===== src/rtl/seg7_scan_decoder.sv =====
`default_nettype none
// ============================================================================
// seg7_scan_decoder - rebuilds the hex word from a multiplexed 7-seg scan bus
// Revision: 1.0
// ============================================================================
module seg7_scan_decoder #(
    parameter int SETTLE_CYCLES = 4,
    parameter int DIGITS        = 8
) (
    input  logic                  clock,
    input  logic                  reset,
    input  logic [6:0]            segments,
    input  logic [DIGITS-1:0]     anodes,
    output logic [4*DIGITS-1:0]   hex_out,
    output logic                  hex_valid,
    output logic [DIGITS-1:0]     digit_mask,
    output logic                  seg_err,
    output logic                  anode_err
);

    localparam int                c_word_w     = 4 * DIGITS;
    localparam int                c_pair_w     = DIGITS + 7;
    localparam logic [7:0]        c_settle_max = 8'(SETTLE_CYCLES - 1);
    localparam logic [DIGITS-1:0] c_all        = '1;
    localparam logic [DIGITS-1:0] c_one        = DIGITS'(1);

    logic [6:0]          seg_q, seg_d;
    logic [DIGITS-1:0]   an_q, an_d;
    logic [c_pair_w-1:0] prev_q, prev_d;
    logic [7:0]          cnt_q, cnt_d;
    logic                done_q, done_d;
    logic [c_word_w-1:0] digits_q, digits_d;
    logic [DIGITS-1:0]   mask_q, mask_d;
    logic [c_word_w-1:0] hex_out_q, hex_out_d;
    logic                hex_valid_q, hex_valid_d;
    logic                seg_err_q, seg_err_d;
    logic                anode_err_q, anode_err_d;

    logic                changed, done_eff, capture, frame_full;
    logic                blank, single, glyph_ok;
    logic [DIGITS-1:0]   an_low;
    logic [3:0]          nibble;

    always_comb begin
        glyph_ok = 1'b1;
        nibble   = 4'h0;
        case (seg_q)
            7'h40: nibble = 4'h0;
            7'h79: nibble = 4'h1;
            7'h24: nibble = 4'h2;
            7'h30: nibble = 4'h3;
            7'h19: nibble = 4'h4;
            7'h12: nibble = 4'h5;
            7'h02: nibble = 4'h6;
            7'h78: nibble = 4'h7;
            7'h00: nibble = 4'h8;
            7'h10: nibble = 4'h9;
            7'h08: nibble = 4'hA;
            7'h03: nibble = 4'hB;
            7'h46: nibble = 4'hC;
            7'h21: nibble = 4'hD;
            7'h06: nibble = 4'hE;
            7'h0E: nibble = 4'hF;
            default: glyph_ok = 1'b0;
        endcase
    end

    always_comb begin
        an_low = ~an_q;
        blank  = (an_low == '0);
        single = !blank && ((an_low & (an_low - c_one)) == '0);

        seg_d   = segments;
        an_d    = anodes;
        prev_d  = {an_q, seg_q};
        changed = (prev_q != {an_q, seg_q});

        // Counter and done flag look at the value this cycle will commit,
        // so SETTLE_CYCLES=1 captures a new pair on its first registered cycle.
        cnt_d    = changed ? 8'd0 : ((cnt_q == c_settle_max) ? cnt_q : cnt_q + 8'd1);
        done_eff = changed ? 1'b0 : done_q;
        capture  = (cnt_d == c_settle_max) && !done_eff;
        done_d   = done_eff | capture;

        frame_full  = (mask_q == c_all);
        mask_d      = frame_full ? '0 : mask_q;
        digits_d    = digits_q;
        seg_err_d   = 1'b0;
        anode_err_d = 1'b0;

        if (capture && !blank) begin
            if (!single) begin
                anode_err_d = 1'b1;
            end else if (!glyph_ok) begin
                seg_err_d = 1'b1;
            end else begin
                for (int i = 0; i < DIGITS; i++) begin
                    if (an_low[i]) begin
                        digits_d[4*i +: 4] = nibble;
                        mask_d[i]          = 1'b1;
                    end
                end
            end
        end

        hex_valid_d = frame_full;
        hex_out_d   = frame_full ? digits_q : hex_out_q;
    end

    always_ff @(posedge clock) begin
        if (!reset) begin
            seg_q       <= '0;
            // Cleared anode register means no digit selected, so nothing
            // is captured before real pin values arrive.
            an_q        <= '1;
            prev_q      <= {c_all, 7'h00};
            cnt_q       <= '0;
            done_q      <= 1'b0;
            digits_q    <= '0;
            mask_q      <= '0;
            hex_out_q   <= '0;
            hex_valid_q <= 1'b0;
            seg_err_q   <= 1'b0;
            anode_err_q <= 1'b0;
        end else begin
            seg_q       <= seg_d;
            an_q        <= an_d;
            prev_q      <= prev_d;
            cnt_q       <= cnt_d;
            done_q      <= done_d;
            digits_q    <= digits_d;
            mask_q      <= mask_d;
            hex_out_q   <= hex_out_d;
            hex_valid_q <= hex_valid_d;
            seg_err_q   <= seg_err_d;
            anode_err_q <= anode_err_d;
        end
    end

    assign hex_out    = hex_out_q;
    assign hex_valid  = hex_valid_q;
    assign digit_mask = mask_q;
    assign seg_err    = seg_err_q;
    assign anode_err  = anode_err_q;

endmodule
`default_nettype wire

===== config.mk =====
export PLATFORM = sky130hd
export DESIGN_NAME = seg7_scan_decoder
export DESIGN_NICKNAME = d
export VERILOG_FILES = /design/src/rtl/seg7_scan_decoder.sv
export SDC_FILE = /design/constraint.sdc
export NUM_CORES = 1
export LEC_CHECK = 0
export ABC_AREA = 1
export CAP_MARGIN = 20
export CORE_AREA = 2 2 94 96
export DETAILED_ROUTE_END_ITERATION = 8
export DIE_AREA = 0 0 96 98
export GPL_TIMING_DRIVEN = 0
export HOLD_SLACK_MARGIN = 0.08
export PLACE_DENSITY = 0.89
export SYNTH_ARGS = -nofsm -noshare
export SYNTH_HDL_FRONTEND = slang
export SYNTH_SLANG_ARGS = --single-unit

===== constraint.sdc =====
create_clock -name clock -period 4.6 [get_ports clock]
set_input_delay 0.46 -clock clock [delete_from_list [all_inputs] [get_ports clock]]
set_output_delay 0.46 -clock clock [all_outputs]
set_load 0.05 [all_outputs]

Word level (Yosys, flattened, before mapping)

Cells that the tools add are included.

Bitwise logic cells: 3
Equal/unequal tests: 19
Reductions and logical operators: 19
Add/subtract/negate cells: 2
Muxes and demuxes: 19

Operators by type and width:

| operator            | count |
|---|---|
| $pmux 4 s15         | 1 |
| $mux 8              | 6 |
| $reduce_and 4->1    | 8 |
| $eq 7x7->1 const B  | 4 |
| $eq 7x5->1 const B  | 3 |
| $eq 7x6->1 const B  | 3 |
| $eq 8x2->1 const B  | 2 |
| $logic_not 8->1     | 2 |
| $reduce_or 16->1    | 1 |
| $ne 15x15->1        | 1 |
| $eq 7x2->1 const B  | 2 |
| $eq 7x4->1 const B  | 2 |
| $mux 1              | 12 |
| $add 8x1->8 const B | 1 |
| $and 8x8->8         | 1 |
| $eq 8x8->1 const B  | 1 |
| $not 8->8           | 1 |
| $sub 8x1->8 const B | 1 |
| $eq 7x3->1 const B  | 1 |
| $logic_not 7->1     | 1 |
| $logic_and 1x1->1   | 3 |
| $reduce_and 3->1    | 1 |
| $logic_not 1->1     | 2 |
| $reduce_and 2->1    | 1 |
| $or 1x1->1          | 1 |

Output and inout bits: 43
Word-level logic and storage cells: 80
Register bits after elaboration: 114
Bits of input ports: 17

Longest topological paths before layout

Gate-level depths: netlist (run 1).

Word-level depth: 7
Depth in mapped cells: 15
Gate-level depth less buffers: 14

Least setup slack after synthesis (run 1)

Ideal clock, no wire load.

Kind: register to register
Start point: register mask_q[0], in the netlist digit_mask[0]
End point: register hex_out_q[10], in the netlist hex_out[10]
Clock period less this slack: 1948 ps
Cell stages (with the launch flop): 7
Path buffers: 1
Slack: 2652 ps
Setup time: 116 ps
Required time: 4484 ps
Arrival time: 1831 ps
Path through: dfxtp_1 inv_1 nor4_2 inv_2 clkbuf_1 nor2_1 nor2_1

Longest elaborated chain between the ends: 1

Ends and longest elaborated chain:

| item                   | RTL line | source |
|---|---|---|
| from (decl)            | 33       | `logic [DIGITS-1:0] mask_q, mask_d;` |
| from (signal assigned) | 132      | `mask_q <= mask_d;` |
| $eq 8x8->1             | 85       | `frame_full = (mask_q == c_all);` |
| to (signal assigned)   | 133      | `hex_out_q <= hex_out_d;` |
| to (decl)              | 34       | `logic [c_word_w-1:0] hex_out_q, hex_out_d;` |

No other way between the ends.
A chain may end at the register's enable or synchronous reset.

Worst setup path in the final report (run 1)

Start point: register cnt_q[0]
End point: register digits_q[10]

Longest elaborated chain between the ends: 7
Elaborated cells between the ends (all ways): 8
Those cells by class: add/sub: 1; eq/ne: 2; mux: 2; reduce/logical: 3

Ends and longest elaborated chain:

| item                                      | RTL line | source |
|---|---|---|
| from (decl)                               | 30       | `logic [7:0] cnt_q, cnt_d;` |
| from (signal assigned)                    | 129      | `cnt_q <= cnt_d;` |
| $add 8x1->8 or $eq 8x2->1 (tied branches) | 80       | `cnt_d = changed ? 8'd0 : ((cnt_q == c_settle_max) ? cnt_q : cnt_q + 8'd1);` |
| $mux 8 * (2 in series)                    | 80       |  |
| $eq 8x2->1 *                              | 82       | `capture = (cnt_d == c_settle_max) && !done_eff;` |
| $logic_and 1x1->1 *                       | 82       |  |
| $logic_and 1x1->1 *                       | 91       | `if (capture && !blank) begin` |
| $reduce_and 4->1 (no source line) *       | n/a      |  |
| to (signal assigned)                      | 131      | `digits_q <= digits_d;` |
| to (decl)                                 | 32       | `logic [c_word_w-1:0] digits_q, digits_d;` |

Every way passes the cells marked *; elsewhere a longest branch is shown, timed or not.

==> results, run 1 <==
- The die area is 0.00941 sq mm.
- The global route total overflow is 0.
- The most repeated library cell on the critical path is nand2_1.
- No sink is reached through more buffers than the 2 on the longest clock path.
- Dividing the detail-routed via count by the number of cells gives 5.32.
- The combined area of all synthesized cells is 0.00483 sq mm.
- The leakage power total is 0.00282 uW.
- After detailed routing, the average wire length per cell comes to 13.6 microns.
- The number of buffers added for setup after CTS is 0.
- The worst register-to-register path has a depth of 15.
- The number of nets handed over by synthesis was 711.
- The number of distinct standard cells referenced by the synthesized netlist is 30.
- The final hold slack is 0.458 ns.
- The number of buffers created by CTS is 17.
- The maximum clock frequency is 419 MHz.
- The amount of wire on met3 after detailed routing is 823 microns.
- The headroom to the max-slew limit is 23.8%.
- The number of endpoints failing setup at the final stage is 0.
- Among cell families on the critical path, the largest total delay comes from simple AND/OR/NAND/NOR gates.
- Along the worst hold path, the cell count comes to 3.
- The global placer's final weighted congestion is 0.902.
- The number of antenna-violating nets in the routed design is 0.
- The largest net degree at the start of global routing is 17.
- The initial antenna violation count is 0.
- The via count of the first global-routing pass is 4572.
- In the final layout, flip-flops and latches occupy 0.00228 sq mm.
- The post-cts repair resize count is 0.
- Compared with the post-synthesis result, the final layout area differs by 25.5%.
- Max-cap violations in this run came to 0.
- The number of slew-limit violations in the final report is 0.
- The synthesized netlist devotes 38.1% of its cell area to simple gates.
- The H-tree generated during clock tree synthesis spans 4 levels.
- The number of warnings printed during yosys synthesis is 0.
- After detailed routing, the total wire length is 12.1 mm.
- After detailed routing, the met2 layer carries 5.87 mm of wire.
- The site row count is 34.
- STA puts the critical path data arrival time at 2.80 ns.
- For this run, the post-layout net count is 788.
- The highest metal layer used by the detailed router is met4.
- Of the available clock period, the critical path in the final layout requires 51.9%.
- The setup path with the least slack is of type reg -> reg.
- In this run the number of cells on the critical path is 15.
- The wire length of the first global-routing pass is 20.0 mm.
- Of all nets on the critical path, the largest fanout is 10.
- The number of remaining DRC errors is 0.
- The top-level I/O count is 60.
- The die height is 98 microns.
- The element type at the critical path start is a flip-flop.
- The slowest stage of the critical path is the dfxtp_1 cell.
- The worst vdd rail ir drop is 0.358 mV.
- The min-delay analysis places its worst path in the category in -> reg.
- For this block, wires on met1 add up to 4.88 mm.
- The run finished with clean final reports.
- The gate count after technology mapping is 693.
- The share of final-layout standard cells stronger than drive strength 1 is 10.7%.
- The worst setup path is captured at a flip-flop.
- Clock tree synthesis found a total of 114 sinks.
- The region available for standard cell placement spans 0.00847 sq mm.
- After clock tree synthesis, the clock-pin slew on the worst setup and hold paths is 0.06 ns.
- For this run, the detailed router's first-pass iteration total came to 5.
- Summing all multi-input logic gate instances after layout gives 0.00217 sq mm.
- The overall fraction of global-route tracks in use is 27.2%.
- The count of buffers added on input and output ports is 58.
- Counting both buffers and inverters, the worst setup path holds a total of 1.
- The number of hold violations in the final report is 0.
- The synthesized netlist devotes 5.25% of its cell area to compound gates.
- The placed wire-length estimate after detailed placement is 8.24 mm.
- Across the routed clock network, the largest skew measured is 0.0154 ns.
- Of the post-synthesis cell area, the part taken by muxes is 0%.
- The die is 96 microns wide.
- Sequential elements use 47.2% of the synthesized area.
- Setup repair after global routing left no endpoint under its margin.
- The worst setup margin is 2.21 ns.
- The effective utilization at floorplan is 57.1%.
- For this block, the initial DRC count from the detailed router was 274.
- The count of hold buffers inserted by post-cts repair is 0.
- The vias after detailed routing is 4733.
- TritonCTS built the clock tree.
- The transition time at the pin with the least slew margin is 1.13 ns.
- The post-synthesis area per instance is 6.97 sq um.
- Of the total synthesized cell area, the portion taken by XOR and XNOR cells is 1.27%.
- The number of filler instances in the final layout is 609.
- The repair_antennas step left the layout with diodes totalling 0.
- After layout, the minimum clock period comes to 2.39 ns.
- Adding up every negative setup slack in the final design gives 0 ns.
- The clock network latency to the later pin of the worst-skew pair is 0.53 ns.
- The power density over the cells is 374 mW/mm^2.
- The arithmetic-cell share of the synthesized area counting full adders, half adders and majority gates is 0.259%.
- The signal on the critical path passes through ha_1 > nand2_1 > nor2_1 > nand2_1 > nand2_1 > nand2_1 > nor2_1 > nand2_1 > nor2_1 > nand2_1 > nor2_4 > buf_4 > nand3_1 > nand2_1 > nor2_1.
- The post-placement worst setup slack is 2.37 ns.
- In this design, the stage delay of the slowest critical-path cell is 0.37 ns.
- For the worst setup path, the data required time is 5.02 ns.
- In this run, synthesis produced a sequential element count of 114.
- The master cell of the clock root buffer is clkbuf_8.
- The combinational family with the most area after synthesis is simple AND/OR/NAND/NOR gates.
-- path summary, 6_finish.rpt --
check,startpoint,to,slack (ns)
worst min-delay path,segments[5],seg_q[5],0.46
worst min register to register,digits_q[0],hex_out[0],0.47
worst max-delay path,cnt_q[0],digits_q[10],2.21
worst max register to register,cnt_q[0],digits_q[10],2.21
-- cell usage in the layout, fill, tap and decap left out, types with 2 or more instances in the layout --
cell type,instances
clkdlybuf4s50_1,58
nand3b_1,2
nand4_1,8
nand3_1,45
nor2_4,8
inv_1,64
nor3_1,5
nand2_1,160
a21oi_1,12
nor2_1,166
o21ai_0,36
clkinv_2,4
inv_2,11
nand3_2,2
or2_2,9
clkbuf_16,16
buf_4,2
clkbuf_8,2
xnor2_1,4
xor2_1,3
clkbuf_1,15
nor3_2,2
clkinvlp_4,7
dfxtp_1,114
nor2_2,14
buf_1,2
-- metal layers --
metal | global-route usage [%] | up-vias
li1 | - | 2296
met1 | 31.2 | 2165
met2 | 44.9 | 208
met3 | 6.94 | 64
met4 | 15.8 | 0
met5 | 0 | -
-- tightest hold or removal path, delay by kind of cell --
| kind | cells | cell delay, ns |
|---|---|---|
| buffers and inverters | 2 | 0.42 |
| AND/OR/NAND/NOR | 1 | 0.06 |
-- cell usage after synthesis --
library cell  number  area share [%]
nand2_1          160              12
a32oi_1            1            0.18
nand3_1           45             4.7
nor2_1           166              13
buf_6              1            0.23
nand4_1            8             1.0
nor2_2            14             1.8
buf_4              2            0.31
ha_1               1            0.26
nand2_2            1            0.13
clkbuf_1          15             1.2
xor2_1             3            0.54
nand3_2            2            0.41
inv_1             64             5.0
buf_2              1            0.10
nor3_1             5            0.52
inv_2             11            0.85
o21ai_1            1            0.10
a21oi_1           12             1.2
clkinv_1           1           0.078
o21ai_0           36             3.7
xnor2_1            4            0.72
buf_1              2            0.16
or2_2              9             1.2
nor4_2             1            0.26
nor2_4             8             1.9
nand2_4            1            0.23
nand3b_1           2            0.31
dfxtp_1          114              47
nor3_2             2            0.41
-- cell type report --
class / count / share of cell area [%]
inverter: 76 / 4.70
clock buffer: 18 / 7.05
timing repair buffer: 58 / 9.57
multi-input combinational: 482 / 35.8
tap: 108 / 2.23
sequential: 114 / 37.6
buffer: 21 / 1.57
clock inverter: 13 / 1.48
-- power by group --
group          switching, uW  internal, uW  total (uW)
Combinational           83.2          43.7         127
Sequential              14.2          1000        1010
Clock                    461           667        1130
Total                    558          1710        2270
-- kinds of logic after synthesis --
logic type / Yosys count
xor+xnor: 7
fa+ha+maj: 1
flops: 114
simple gates: 424
buf+inv: 97
compound gates: 50
-- registers in the layout, summed over array words and instances, names as in the netlist --
| name | flops |
|---|---|
| done_q | 1 |
| anode_err | 1 |
| seg_err | 1 |
| hex_out | 32 |
| seg_q | 7 |
| digit_mask | 8 |
| hex_valid | 1 |
| prev_q | 15 |
| digits_q | 32 |
| cnt_q | 8 |
| an_q | 8 |
-- metrics by stage --
stage,power (uW),cell area (sq um),cells,util [%]
floorplan,1120,4830,693,-
global placement,1150,5550,859,65.5
detailed placement,1160,5550,859,65.5
CTS,2270,6070,890,71.7
global route,2340,6070,890,71.7
finish,2270,6070,890,71.7
(Power assumes the default switching activity.)
==> inputs of run 2 (changes only) <==
--- a/config.mk
+++ b/config.mk
@@ -7,12 +7,12 @@
 export LEC_CHECK = 0
 export ABC_AREA = 1
 export CAP_MARGIN = 20
-export CORE_AREA = 2 2 94 96
+export CORE_AREA = 2 2 97 99
 export DETAILED_ROUTE_END_ITERATION = 8
-export DIE_AREA = 0 0 96 98
+export DIE_AREA = 0 0 99 101
 export GPL_TIMING_DRIVEN = 0
 export HOLD_SLACK_MARGIN = 0.08
-export PLACE_DENSITY = 0.89
+export PLACE_DENSITY = 0.85
 export SYNTH_ARGS = -nofsm -noshare
 export SYNTH_HDL_FRONTEND = slang
 export SYNTH_SLANG_ARGS = --single-unit
==> constraint.sdc (replaced) <==
create_clock -name clock -period 2.3 [get_ports clock]
set_input_delay 0.23 -clock clock [delete_from_list [all_inputs] [get_ports clock]]
set_output_delay 0.23 -clock clock [all_outputs]
set_load 0.05 [all_outputs]
==> run 2 against run 1 <==
Design area rose by 2.7%. Fmax up 12%. Via count shrank 1.6%. Flip-flop and latch count did not move. Global-route usage down 2.0 points. Highest routed layer unchanged. Total power is 120% higher. Non-clock buffer count grew 2. Sequential power grew 100%. First-iteration DRC count rose by 24%. Critical path depth is the same.
==> results, run 2 (synthesized netlist as in run 1, its figures left out) <==
- The worst hold path belongs to the class in -> reg.
- The final hold slack is 0.233 ns (-0.225 ns).
- The initial antenna violation count is 0 (unchanged).
- The maximum clock frequency is 468 MHz (+12%).
- The switching power is 1170 uW (+110%).
- The minimum period implied by the final worst setup slack came to 2.14 ns (-0.251 ns).
- The launch instance of the worst register-to-register path is cnt_q[1].
- The total wirelength of the detailed-routed design was 12.2 mm (+1.3%).
- The portion of the clock cycle consumed by the worst path in the final layout came to 92.8% (+41 points).
- The headroom to the max-slew limit is 56.5% (+33 points).
- The number of levels in the clock H-tree came to 4 (unchanged).
- The master cell of the clock root buffer is clkbuf_8.
- The length of the first detailed-routing pass in iterations is 5 (unchanged).
- The buffers plus inverters on the worst setup path is 1 (unchanged).
- The top-level I/O count is 60 (unchanged).
- The share of final-layout standard cells stronger than drive strength 1 is 12.2% (+1.5 points).
- The number of antenna-violating nets in the routed design is 0 (unchanged).
- The via density per instance was 5.20 (-2.2%).
- The worst setup path category is reg -> reg.
- The data required time at the worst endpoint is 2.71 ns (-2.31 ns).
- Relative to the synthesized area, the layout overhead comes to 28.9%.
- The number of slew-limit violations in the final report is 0 (unchanged).
- The largest buffer count on any clock path came to 2 (unchanged).
- The top fanout value on the critical path is 10 (unchanged).
- The mean routed wirelength per cell is 13.7 microns (+0.73%).
- The leakage power total is 0.00290 uW (+2.7%).
- The worst stage delay on the critical path is 0.35 ns (-0.02 ns).
- The design internal power is 3750 uW (+120%).
- The flop-to-flop setup slack came to 0.16 ns (-2.05 ns).
- The element type at the critical path start is a flip-flop.
- The largest net degree at the start of global routing was 17 (unchanged).
- In this run the top signal layer used is met4.
- The overall fraction of global-route tracks in use was 25.2% (-2.0 points).
- The count of hold buffers inserted by post-cts repair is 0 (unchanged).
- The most numerous cell type found on the critical path is nand2_1.
- The number of antenna repair diodes is 0 (unchanged).
- The post-placement worst setup slack is 0.0202 ns (-2.35 ns).
- In the layout the commonest cells are nor2_1, nand2_1, dfxtp_1.
- The number of remaining DRC errors is 0 (unchanged).
- The chip width was 99 microns (+3.1%).
- The global route total overflow is 0 (unchanged).
- The met2 wire length is 6.06 mm (+3.2%).
- The startpoint of the most critical setup path is cnt_q[1].
- The number of hold violations in the final report is 0 (unchanged).
- The total number of nets in the final design was 790 (+0.25%).
- Among cell families on the critical path, the largest total delay comes from simple AND/OR/NAND/NOR gates.
- The transition time at the pin with the least slew margin is 0.649 ns (-0.486 ns).
- The effective utilization at floorplan is 53.8% (-3.3 points).
- The switching power share of the total is 23.8% (-0.77 points).
- The count of port buffers added during placement is 58 (unchanged).
- The global placer's final weighted congestion came to 0.855 (-5.2%).
- The power density over the cells came to 790 mW/mm^2 (+110%).
- The share of power burned in combinational logic is 5.3% (-0.3 points).
- The reported max-cap violation count is 0 (unchanged).
- TritonCTS built the clock tree.
- The vias after detailed routing is 4655 (-1.6%).
- The die height was 101 microns (+3.1%).
- The via count of the first global-routing pass came to 4365 (-4.5%).
- The CTS sink count was 114 (unchanged).
- The worst setup skew after layout was 0.0140 ns (-0.00142 ns).
- The routed length on met1 is 5.16 mm (+5.8%).
- The share of total power in sequential cells is 41.2% (-3.5 points).
- The worst hold path begins at segments[6].
- The die area was 0.0100 sq mm (+6.3%).
- The wire length of the first global-routing pass is 20.0 mm (-0.38%).
- The area of the core came to 0.00898 sq mm (+6.0%).
- The worst setup path is captured at a flip-flop.
- The signal on the critical path passes through ha_2 > nand2_1 > nor2_2 > nand2_1 > nand2_1 > nand2_1 > nor2_1 > nand2_1 > nor2_1 > nand2_1 > nor2_4 > buf_4 > nand3_1 > nand2_1 > nor2_1.
- The flow ran to the end, and the final reports show no timing, DRC or antenna violations.
- The clock group share of total power came to 53.4% (+3.7 points).
- The detailed router's first-iteration violation count is 339 (+24%).
- The worst vdd rail ir drop is 0.705 mV (+97%).
- The site row count is 35 (+2.9%).
- The number of endpoints failing setup at the final stage is 0 (unchanged).
- The CTS clock-pin slew for the worst setup and hold paths came to 0.06 ns (about the same).
- The placed wire-length estimate after detailed placement is 8.32 mm (+1.0%).
- The clock network latency to the later pin of the worst-skew pair is 0.53 ns (about the same).
- The worst setup margin is 0.165 ns (-2.05 ns).
- The total power after layout was 4920 uW (+120%).
- The critical path's slowest cell is dfxtp_1.
- The leading cell type in the layout, fill and taps excluded is nor2_1.
- The amount of wire on met3 after detailed routing came to 855 microns (+3.9%).
- The number of buffers created by CTS came to 17 (unchanged).
- The critical path data arrival time is 2.55 ns (-0.25 ns).
run 2: cell count changes in the layout (fill, tap and decap cells not counted), sizes merged:
cell	change
inv	+3
clkbuf	-1
clkinv	-1
clkinvlp	-4
bufinv	+3
buf	+2
run 2: through the flow:
step,setup TNS [ns],cell area (sq um),cells,utilization (%)
after global routing,-0.0176,6230,895,69.4
after global placement,0,5550,862,61.9
after detailed placement,0,5550,862,61.9
final,0,6230,895,69.4
after CTS,0,6160,893,68.6
after floorplan,0,4830,693,-
run 2: path summary, 6_finish.rpt:
kind	endpoint	cells past startpoint
setup / recovery	digits_q[9]	15
hold / removal	seg_q[6]	3
setup reg to reg	digits_q[9]	15
hold reg to reg	hex_out[0]	2
run 2: worst register-to-register path, cell delays in order (launching register included):
cell and delay (ns):
dfxtp_1 0.35, ha_2 0.21, nand2_1 0.07, nor2_2 0.15, nand2_1 0.10, nand2_1 0.09, nand2_1 0.07, nor2_1 0.08
nand2_1 0.06, nor2_1 0.09, nand2_1 0.12, nor2_4 0.21, buf_4 0.21, nand3_1 0.08, nand2_1 0.09, nor2_1 0.05
run 2: area by class of cell:
type	count	area [sq um]
Buffer	21	98.8
Clock buffer	17	414
Clock inverter	14	179
Fill cell	671	2750
Inverter	76	285
Multi-Input combinational cell	482	2230
Sequential cell	114	2290
Tap cell	111	139
Timing Repair Buffer	60	596
run 2: power by group through the flow:
stage	Sequential, uW	Clock, uW	Combinational, uW
2_1_floorplan	2060	0	174
3_3_place_gp	2070	0	238
3_5_place_dp	2070	0	246
4_1_cts	2030	2640	250
5_1_grt	2030	2760	289
6_report	2030	2630	262
run 2: routing by layer:
metal	global-route usage, %	vias to the layer above
met1	30.2	2163
met3	6.45	22
met4	9.48	0
li1	-	2296
met5	0	-
met2	43.5	174
run 2: what timing repair did:
item,4_1_cts,5_1_grt
pin swaps,0,2
setup endpoints to repair,5,67
gates resized for setup,2,15
cloned,0,0
buffers inserted,0,2
==> RTL change (settings of run 2) <==
Set the parameter `DIGITS` to 16 (it was 8).
--- a/src/rtl/seg7_scan_decoder.sv
+++ b/src/rtl/seg7_scan_decoder.sv
@@ -6,5 +6,5 @@
 module seg7_scan_decoder #(
     parameter int SETTLE_CYCLES = 4,
-    parameter int DIGITS        = 8
+    parameter int DIGITS        = 16
 ) (
     input  logic                  clock,
Ports: changed (resized anodes, digit_mask and hex_out); port bits go from 60 to 108. No check against the original RTL was run, so the function may have changed too.
==> RTL change against run 2 <==
Synthesized area rose by 77%; the run now fails in global placement without I/O (3_1_place_gp_skip_io).
==> RTL change: results (changes against run 2) <==
----------------------------------------------------
[Synth]
  Mean instance size in the synthesized netlist ... 7.15 µm² (+2.5%)
  Post-synthesis sequential element count ... 202 (+77%)
  Total number of yosys warnings ... 0 (unchanged)
  Fraction of registers with async set/reset ... 0% (unchanged)
  Most frequent cells after synthesis ... sky130_fd_sc_hd__nand2_1 (300), sky130_fd_sc_hd__dfxtp_1 (202), sky130_fd_sc_hd__inv_1 (173)
  Synth top area cells ... sky130_fd_sc_hd__dfxtp_1 (47%), sky130_fd_sc_hd__nand2_1 (13%), sky130_fd_sc_hd__inv_1 (7.6%)
  Net count after synthesis ... 1,224 (+72%)
  Prevailing post-synth register cell ... sky130_fd_sc_hd__dfxtp_1
  Number of distinct standard cells referenced by the synthesized netlist ... 37 (+23%)
  Synth Cell Area ... 8560 µm² (+77%)
  Share of the yosys chip area belonging to registers ... 47.2% (about the same)

[Status]
  Last stage reached ... global placement without I/O (3_1_place_gp_skip_io)
  Stop Error ... [ERROR GPL-0301] Utilization 106.723 % exceeds 100%.
  Result of the run ... did not finish

----------------------------------------------------
## RTL change: kinds of logic after synthesis
family,synth area share (%)
AND/OR/NAND/NOR,31.3
buffers and inverters,10.4
flip-flops,47.2
AO/OA/AOI/OAI,9.45
XOR/XNOR,1.43
adder cells (fa/ha/maj),0.146
